**src/rtl/pfx_pkg.sv**
```systemverilog
// Shared definitions for the prefix-sum blocks: state encoding, default sizes,
// and the index-width helper.
package pfx_pkg;

    localparam int PFX_IWIDTH = 8;
    localparam int PFX_V_LEN  = 8;

    typedef enum logic [1:0] {
        ST_IDLE = 2'd0,
        ST_RUN  = 2'd1,
        ST_DONE = 2'd2
    } pfx_state_e;

    // A one-element vector still needs a one-bit index register.
    function automatic int pfx_idx_width(input int n);
        return (n > 1) ? $clog2(n) : 1;
    endfunction

endpackage

```
**src/rtl/pfx_diff_if.sv**
```systemverilog
// Vector handshake bundle for pfx_diff. The element stream signals exist only
// when PFX_DIFF_STREAM_EN is defined.
interface pfx_diff_if #(
    parameter int IWIDTH = pfx_pkg::PFX_IWIDTH,
    parameter int V_LEN  = pfx_pkg::PFX_V_LEN
);
    logic                      valid_in;
    logic [IWIDTH*V_LEN-1:0]   ivec;
    logic                      ready;
    logic                      valid_out;
    logic [IWIDTH*V_LEN-1:0]   ovec;
`ifdef PFX_DIFF_STREAM_EN
    logic                      elem_valid;
    logic [IWIDTH-1:0]         elem_data;
`endif

    modport master (
        output valid_in,
        output ivec,
        input  ready,
        input  valid_out,
`ifdef PFX_DIFF_STREAM_EN
        input  elem_valid,
        input  elem_data,
`endif
        input  ovec
    );

    modport slave (
        input  valid_in,
        input  ivec,
        output ready,
        output valid_out,
`ifdef PFX_DIFF_STREAM_EN
        output elem_valid,
        output elem_data,
`endif
        output ovec
    );

endinterface

```
**src/rtl/pfx_diff.sv**
```systemverilog
// Prefix-sum inverter: one element difference per cycle, result published on
// completion. Optional per-element stream outputs under PFX_DIFF_STREAM_EN.
module pfx_diff
    import pfx_pkg::*;
#(
    parameter int IWIDTH = PFX_IWIDTH,
    parameter int V_LEN  = PFX_V_LEN
) (
    input  logic      clk,
    input  logic      rst_n,
    pfx_diff_if.slave bus
);

    localparam int VW    = IWIDTH * V_LEN;
    localparam int IDX_W = pfx_idx_width(V_LEN);
    localparam logic [IDX_W-1:0] LAST_IDX = IDX_W'(V_LEN - 1);

    pfx_state_e        state_q, state_d;
    logic [VW-1:0]     cap_q, cap_d;
    logic [VW-1:0]     res_q, res_d;
    logic [VW-1:0]     ovec_q, ovec_d;
    logic [IDX_W-1:0]  idx_q, idx_d;
    logic [IWIDTH-1:0] prev_q, prev_d;
    logic              ready_q, ready_d;
    logic              vout_q, vout_d;
    logic [IWIDTH-1:0] cur_s, diff_s;

    // Next-state, datapath and output decode
    always_comb begin
        state_d = state_q;
        cap_d   = cap_q;
        res_d   = res_q;
        ovec_d  = ovec_q;
        idx_d   = idx_q;
        prev_d  = prev_q;
        cur_s   = cap_q[int'(idx_q)*IWIDTH +: IWIDTH];
        diff_s  = cur_s - prev_q;

        case (state_q)
            ST_IDLE: begin
                if (bus.valid_in) begin
                    state_d = ST_RUN;
                    cap_d   = bus.ivec;
                    idx_d   = {IDX_W{1'b0}};
                    prev_d  = {IWIDTH{1'b0}};
                end else begin
                    state_d = ST_IDLE;
                end
            end
            ST_RUN: begin
                res_d[int'(idx_q)*IWIDTH +: IWIDTH] = diff_s;
                prev_d = cur_s;
                if (idx_q == LAST_IDX) begin
                    // Publish the whole vector at once so ovec never shows partials.
                    state_d = ST_DONE;
                    idx_d   = {IDX_W{1'b0}};
                    ovec_d  = res_d;
                end else begin
                    idx_d = idx_q + IDX_W'(1);
                end
            end
            ST_DONE: begin
                state_d = ST_IDLE;
            end
            default: begin
                state_d = ST_IDLE;
            end
        endcase

        ready_d = (state_d == ST_IDLE);
        vout_d  = (state_d == ST_DONE);
    end

    // State and datapath registers with synchronous reset
    always_ff @(posedge clk) begin
        if (!rst_n) begin
            state_q <= ST_IDLE;
            cap_q   <= {VW{1'b0}};
            res_q   <= {VW{1'b0}};
            ovec_q  <= {VW{1'b0}};
            idx_q   <= {IDX_W{1'b0}};
            prev_q  <= {IWIDTH{1'b0}};
            ready_q <= 1'b1;
            vout_q  <= 1'b0;
        end else begin
            state_q <= state_d;
            cap_q   <= cap_d;
            res_q   <= res_d;
            ovec_q  <= ovec_d;
            idx_q   <= idx_d;
            prev_q  <= prev_d;
            ready_q <= ready_d;
            vout_q  <= vout_d;
        end
    end

    assign bus.ready     = ready_q;
    assign bus.valid_out = vout_q;
    assign bus.ovec      = ovec_q;

`ifdef PFX_DIFF_STREAM_EN
    logic              elem_valid_q, elem_valid_d;
    logic [IWIDTH-1:0] elem_data_q, elem_data_d;

    // Precompute the element the upcoming RUN cycle produces
    always_comb begin
        elem_valid_d = (state_d == ST_RUN);
        if (elem_valid_d) begin
            elem_data_d = cap_d[int'(idx_d)*IWIDTH +: IWIDTH] - prev_d;
        end else begin
            elem_data_d = {IWIDTH{1'b0}};
        end
    end

    // Stream output registers
    always_ff @(posedge clk) begin
        if (!rst_n) begin
            elem_valid_q <= 1'b0;
            elem_data_q  <= {IWIDTH{1'b0}};
        end else begin
            elem_valid_q <= elem_valid_d;
            elem_data_q  <= elem_data_d;
        end
    end

    assign bus.elem_valid = elem_valid_q;
    assign bus.elem_data  = elem_data_q;
`endif

endmodule
```
**src/flat_wrapper.sv**
```systemverilog
// flat-port wrapper written by rule: the top's interface ports become plain ports
module pfx_diff_flat import pfx_pkg::*;
#(
    parameter int IWIDTH = PFX_IWIDTH,
    parameter int V_LEN  = PFX_V_LEN
)
  (clk, rst_n, bus_valid_in, bus_ivec, bus_ready, bus_valid_out, bus_ovec);
  pfx_diff_if #(.IWIDTH(IWIDTH), .V_LEN(V_LEN)) bus_i ();
  input  logic clk;
  input  logic rst_n;
  input wire logic [$bits(bus_i.valid_in)-1:0] bus_valid_in;
  input wire logic [$bits(bus_i.ivec)-1:0] bus_ivec;
  output wire logic [$bits(bus_i.ready)-1:0] bus_ready;
  output wire logic [$bits(bus_i.valid_out)-1:0] bus_valid_out;
  output wire logic [$bits(bus_i.ovec)-1:0] bus_ovec;
  assign bus_i.valid_in = bus_valid_in;
  assign bus_i.ivec = bus_ivec;
  assign bus_ready = bus_i.ready;
  assign bus_valid_out = bus_i.valid_out;
  assign bus_ovec = bus_i.ovec;
  pfx_diff #(.IWIDTH(IWIDTH), .V_LEN(V_LEN)) u_core (.clk(clk), .rst_n(rst_n), .bus(bus_i));
endmodule
```
**config.mk**
```make
export PLATFORM = sky130hd
export DESIGN_NAME = pfx_diff_flat
export DESIGN_NICKNAME = d
export VERILOG_FILES = /design/src/rtl/pfx_pkg.sv /design/src/rtl/pfx_diff_if.sv /design/src/rtl/pfx_diff.sv /design/src/flat_wrapper.sv
export SDC_FILE = /design/constraint.sdc
export NUM_CORES = 1
export LEC_CHECK = 0
export ABC_AREA = 1
export ABC_CLOCK_PERIOD_IN_PS = 2700
export CORE_UTILIZATION = 51
export CTS_BUF_LIST = sky130_fd_sc_hd__clkbuf_4 sky130_fd_sc_hd__clkbuf_8
export DETAILED_ROUTE_END_ITERATION = 16
export PLACE_DENSITY = 0.87
export SETUP_SLACK_MARGIN = 0.15
export SLEW_MARGIN = 20
export SYNTH_ARGS = -nofsm -noshare
export SYNTH_HDL_FRONTEND = slang
export SYNTH_SLANG_ARGS = --single-unit
```
**constraint.sdc**
```tcl
create_clock -name clk -period 2.7 [get_ports clk]
set_input_delay 0.54 -clock clk [delete_from_list [all_inputs] [get_ports clk]]
set_output_delay 0.54 -clock clk [all_outputs]
set_load 0.01 [all_outputs]
```
==> results_tabular.tex <==
\begin{tabular}{lr}
\hline
Metric & Value \\
\hline
\multicolumn{2}{l}{\textbf{Run status}} \\
Run status & complete, but fails checks \\
Violations in the final reports & setup timing \\
\multicolumn{2}{l}{\textbf{Worst setup path}} \\
Crit Path Max Fanout & 33 \\
Element type at the critical path end & flop \\
Slowest stage cell on the critical path & sky130\_fd\_sc\_hd\_\_dfxtp\_4 \\
Reg-to-Reg Start & u\_core.idx\_q[0] \\
Chain of cells forming the critical path & inv\_8, o21ai\_0, o22ai\_1, o21a\_1, ha\_4, nand3\_1, nand2\_2, nand2\_1, nand2\_1, xor2\_2, buf\_6, nand3\_2, o21ai\_2, o21ai\_1, inv\_1 \\
Arrival time at the worst endpoint & 3.23 ns \\
FF-to-FF End & u\_core.res\_q[29] \\
Worst Setup Path Type & flop to flop \\
Startpoint types & flop \\
Critical path required time & 3.18 ns \\
Count of cells along the worst register-to-register path & 15 \\
Register-to-Register Setup Slack & -0.06 ns \\
Largest stage delay on the critical path & 0.41 ns \\
Most prevalent standard cell on the critical path & sky130\_fd\_sc\_hd\_\_nand2\_1 \\
\multicolumn{2}{l}{\textbf{Finish}} \\
NumNets Final & 1503 \\
Fraction of final layout cells with drive strength greater than 1 & 13.4\% \\
Synthesis-to-layout area growth & 28.8\% \\
Post-route standard cell area excluding fillers & 0.0119 sq mm \\
Count of placed standard cells in the final layout, fillers left out & 1666 \\
Antenna diodes & 0 \\
\multicolumn{2}{l}{\textbf{Synthesis}} \\
Area share of the largest cell type after synthesis & 44.7\% \\
Fraction of synthesis flops using an asynchronous set or reset pin & 0\% \\
Post-synth top area cell & sky130\_fd\_sc\_hd\_\_dfxtp\_1 \\
Register area share after synthesis & 44.7\% \\
Synth Net Count & 1370 \\
Cells taking the most area after synthesis & sky130\_fd\_sc\_hd\_\_dfxtp\_1 45\%, sky130\_fd\_sc\_hd\_\_o21ai\_0 11\%, sky130\_fd\_sc\_hd\_\_nor2\_1 8.5\% \\
Combined area of all synthesized cells & 0.00927 sq mm \\
Flop and latch count out of synthesis & 207 \\
Avg Inst Size Synth & 7.20 sq um \\
Number of warnings issued by yosys & 0 \\
Synth Flop Type & sky130\_fd\_sc\_hd\_\_dfxtp\_1 \\
Most common cell in the synthesized netlist & sky130\_fd\_sc\_hd\_\_nor2\_1 \\
Unique masters post-synth & 36 \\
Count of flip-flops with a built-in enable after synthesis & 0 \\
Number of cells produced by synthesis & 1287 \\
Leading post-synthesis cells by instance count & 211 x sky130\_fd\_sc\_hd\_\_nor2\_1, 207 x sky130\_fd\_sc\_hd\_\_dfxtp\_1, 202 x sky130\_fd\_sc\_hd\_\_o21ai\_0, 167 x sky130\_fd\_sc\_hd\_\_nand2\_1, 144 x sky130\_fd\_sc\_hd\_\_inv\_1 \\
\multicolumn{2}{l}{\textbf{Pwr}} \\
Portion of total power attributed to the clock network & 36.1\% \\
Total power draw & 7.75 mW \\
Combinational fraction of design power & 20.9\% \\
Fraction of power spent switching nets & 30.4\% \\
Switching power total & 2.36 mW \\
Worst VDD drop & 0.323 mV \\
Sequential share of power & 43.1\% \\
Static leakage & 5.21 nW \\
Cell area power density & 649 mW/mm\^{}2 \\
Cell internal pwr & 5.39 mW \\
\multicolumn{2}{l}{\textbf{Route}} \\
Number of remaining DRC errors & 0 \\
Wire length per cell & 17.1 microns \\
WL final & 28400 microns \\
Pre-antenna DRT Iters & 5 \\
Initial DRC count & 1174 \\
Avg Vias per Cell & 5.71 \\
Via total after detailed routing & 9511 \\
Antenna violation net count after detailed routing & 0 \\
\multicolumn{2}{l}{\textbf{Hold path}} \\
Number of cells traversed by the worst hold path & 2 \\
Hold Path Sink & u\_core.cap\_q[31] \\
Worst min-delay path startpoint & u\_core.cap\_q[31] \\
Classification of the worst-slack hold path & flop to flop \\
\multicolumn{2}{l}{\textbf{Floorplan}} \\
Number of core rows & 48 \\
Number of top-level pins & 133 \\
Die outline area & 0.0187 sq mm \\
Overall die width & 137 microns \\
Placeable core region & 0.0175 sq mm \\
Height of the die & 137 microns \\
Initial core utilization & 52.8\% \\
\multicolumn{2}{l}{\textbf{Place}} \\
Routability Congestion & 0.885 \\
Hpwl dp & 16700 microns \\
Number of buffers inserted by port buffering & 132 \\
Placement Cell Area & 0.0108 sq mm \\
Cell Count Post-Placement & 1599 \\
\multicolumn{2}{l}{\textbf{Timing}} \\
Maximum clock skew at final layout & 0.0364 ns \\
Peak Freq & 363 MHz \\
Setup slack after layout & -0.0559 ns \\
Slew at the pin closest to its max-slew limit & 1.05 ns \\
Worst hold slack & 0.461 ns \\
Endpoints failing hold & 0 \\
Clock period minus final worst setup slack & 2.76 ns \\
Final Max Tran Viols & 0 \\
Worst max-slew margin expressed relative to the limit & 30.0\% \\
Unrepaired setup endpoints after global routing & yes \\
Final worst-path cycle share & 102\% \\
Number of setup violations in the final report & 11 \\
\multicolumn{2}{l}{\textbf{CTS}} \\
Clock insertion delay at the later pin of the skew report & 0.53 ns \\
Clk sinks & 207 \\
Inserted Clock Buffers & 34 \\
CTS tree & done \\
Clock transition at the registers of the reported paths & 0.07 ns \\
\# H-tree levels & 2 \\
Post-CTS Hold Buffers & 0 \\
Root buf cell & sky130\_fd\_sc\_hd\_\_clkbuf\_8 \\
Deepest clock path buffer count & 3 \\
\multicolumn{2}{l}{\textbf{Run}} \\
Max-capacitance violation count & 0 \\
\multicolumn{2}{l}{\textbf{GRT}} \\
Maximum number of pins on one net before global-route repair & 152 \\
Initial antenna violation count & 0 \\
Congestion Overflow GR & 0 \\
Wire length of the first global-routing pass & 42000 microns \\
Overall Global Routing Usage & 28.3\% \\
Vias in the first global route & 8683 \\
\hline
\end{tabular}
[final cells by class]
class,count,area (sq um)
fill,1362,5600
multi-input combinational,847,4490
sequential,207,4150
timing repair buffer,179,1750
clock buffer,54,668
inverter,151,581
tap,225,282
clock inverter,3,17.5
[worst max-delay path by stage]
stage,start,end,slack (ns),cells after the start
3_3_place_gp,u_core.idx_q[0],u_core.bus.ovec[62],-0.02,14
2_1_floorplan,u_core.idx_q[0],u_core.bus.ovec[54],0.16,16
3_5_place_dp,u_core.idx_q[0],u_core.res_q[38],-0.14,14
5_1_grt,u_core.idx_q[0],u_core.res_q[28],-0.20,17
6_report,u_core.idx_q[0],u_core.res_q[29],-0.06,15
4_1_cts,u_core.idx_q[0],u_core.res_q[13],0.13,15
[metrics by stage]
step / utilization (%) / setup slack, ns / setup TNS [ns]
after floorplan: - / 0.163 / 0
after global placement: 61.9 / -0.0212 / -0.0531
after detailed placement: 61.9 / -0.141 / -1.66
after CTS: 66.5 / 0.129 / 0
after global routing: 68.1 / -0.199 / -2.48
final: 68.1 / -0.0559 / -0.248
[critical path, delay by kind of cell (launching register included)]
family | cells | cell delay (ns)
buf+inv | 3 | 0.34
xor+xnor | 1 | 0.17
flops | 1 | 0.41
compound gates | 5 | 0.85
simple gates | 5 | 0.65
fa+ha+maj | 1 | 0.31
[cells by family after synthesis]
logic type	Yosys count	synth area share (%)
buffers and inverters	233	10.1
DFF	207	44.7
muxes	2	0.216
AOI/OAI and AO/OA	348	20.6
and+or+nand+nor	477	21.6
xor gates and xnor gates	4	0.540
adders and majority gates	16	2.24
[registers in the layout, indices dropped and copies added, names as in the netlist]
| signal | flops |
|---|---|
| u_core.res_q | 64 |
| u_core.bus.valid_out | 1 |
| u_core.prev_q | 8 |
| u_core.bus.ready | 1 |
| u_core.bus.ovec | 64 |
| u_core.state_q | 2 |
| u_core.cap_q | 64 |
| u_core.idx_q | 3 |
[layer usage]
layer / share of wire (%) / GRT usage, % / wire length [microns]
met4: 4.7 / 11.7 / 1330
met5: 0 / 0 / 0
met2: 48 / 48.1 / 13600
met1: 38 / 35.2 / 10900
met3: 9.2 / 5.30 / 2610
[timing repair]
item	CTS	global route
setup endpoints to repair	101	110
setup buffers	4	5
pin swaps	5	18
hold endpoints to repair	0	0
gates cloned	0	1
resized for setup	28	83
[power by group through the flow]
stage	clock network, mW	logic [mW]	registers (mW)
after floorplan	0	0.846	3.35
after global placement	0	1.23	3.38
after detailed placement	0	1.28	3.38
after CTS	2.81	1.34	3.32
after global routing	2.94	1.72	3.35
final	2.80	1.62	3.34
[placed cells by master, fill, tap and decap left out, types with 38 or more instances in the layout]
cell                              instances
sky130_fd_sc_hd__o21ai_0                164
sky130_fd_sc_hd__inv_1                  138
sky130_fd_sc_hd__a21oi_1                 49
sky130_fd_sc_hd__buf_4                   38
sky130_fd_sc_hd__nand2_1                161
sky130_fd_sc_hd__nand3_1                 69
sky130_fd_sc_hd__clkbuf_8                42
sky130_fd_sc_hd__clkdlybuf4s50_1        131
sky130_fd_sc_hd__nor2_1                 206
sky130_fd_sc_hd__o21ai_1                 50
sky130_fd_sc_hd__dfxtp_1                205
Note: power is estimated with default switching activity, not from simulation.
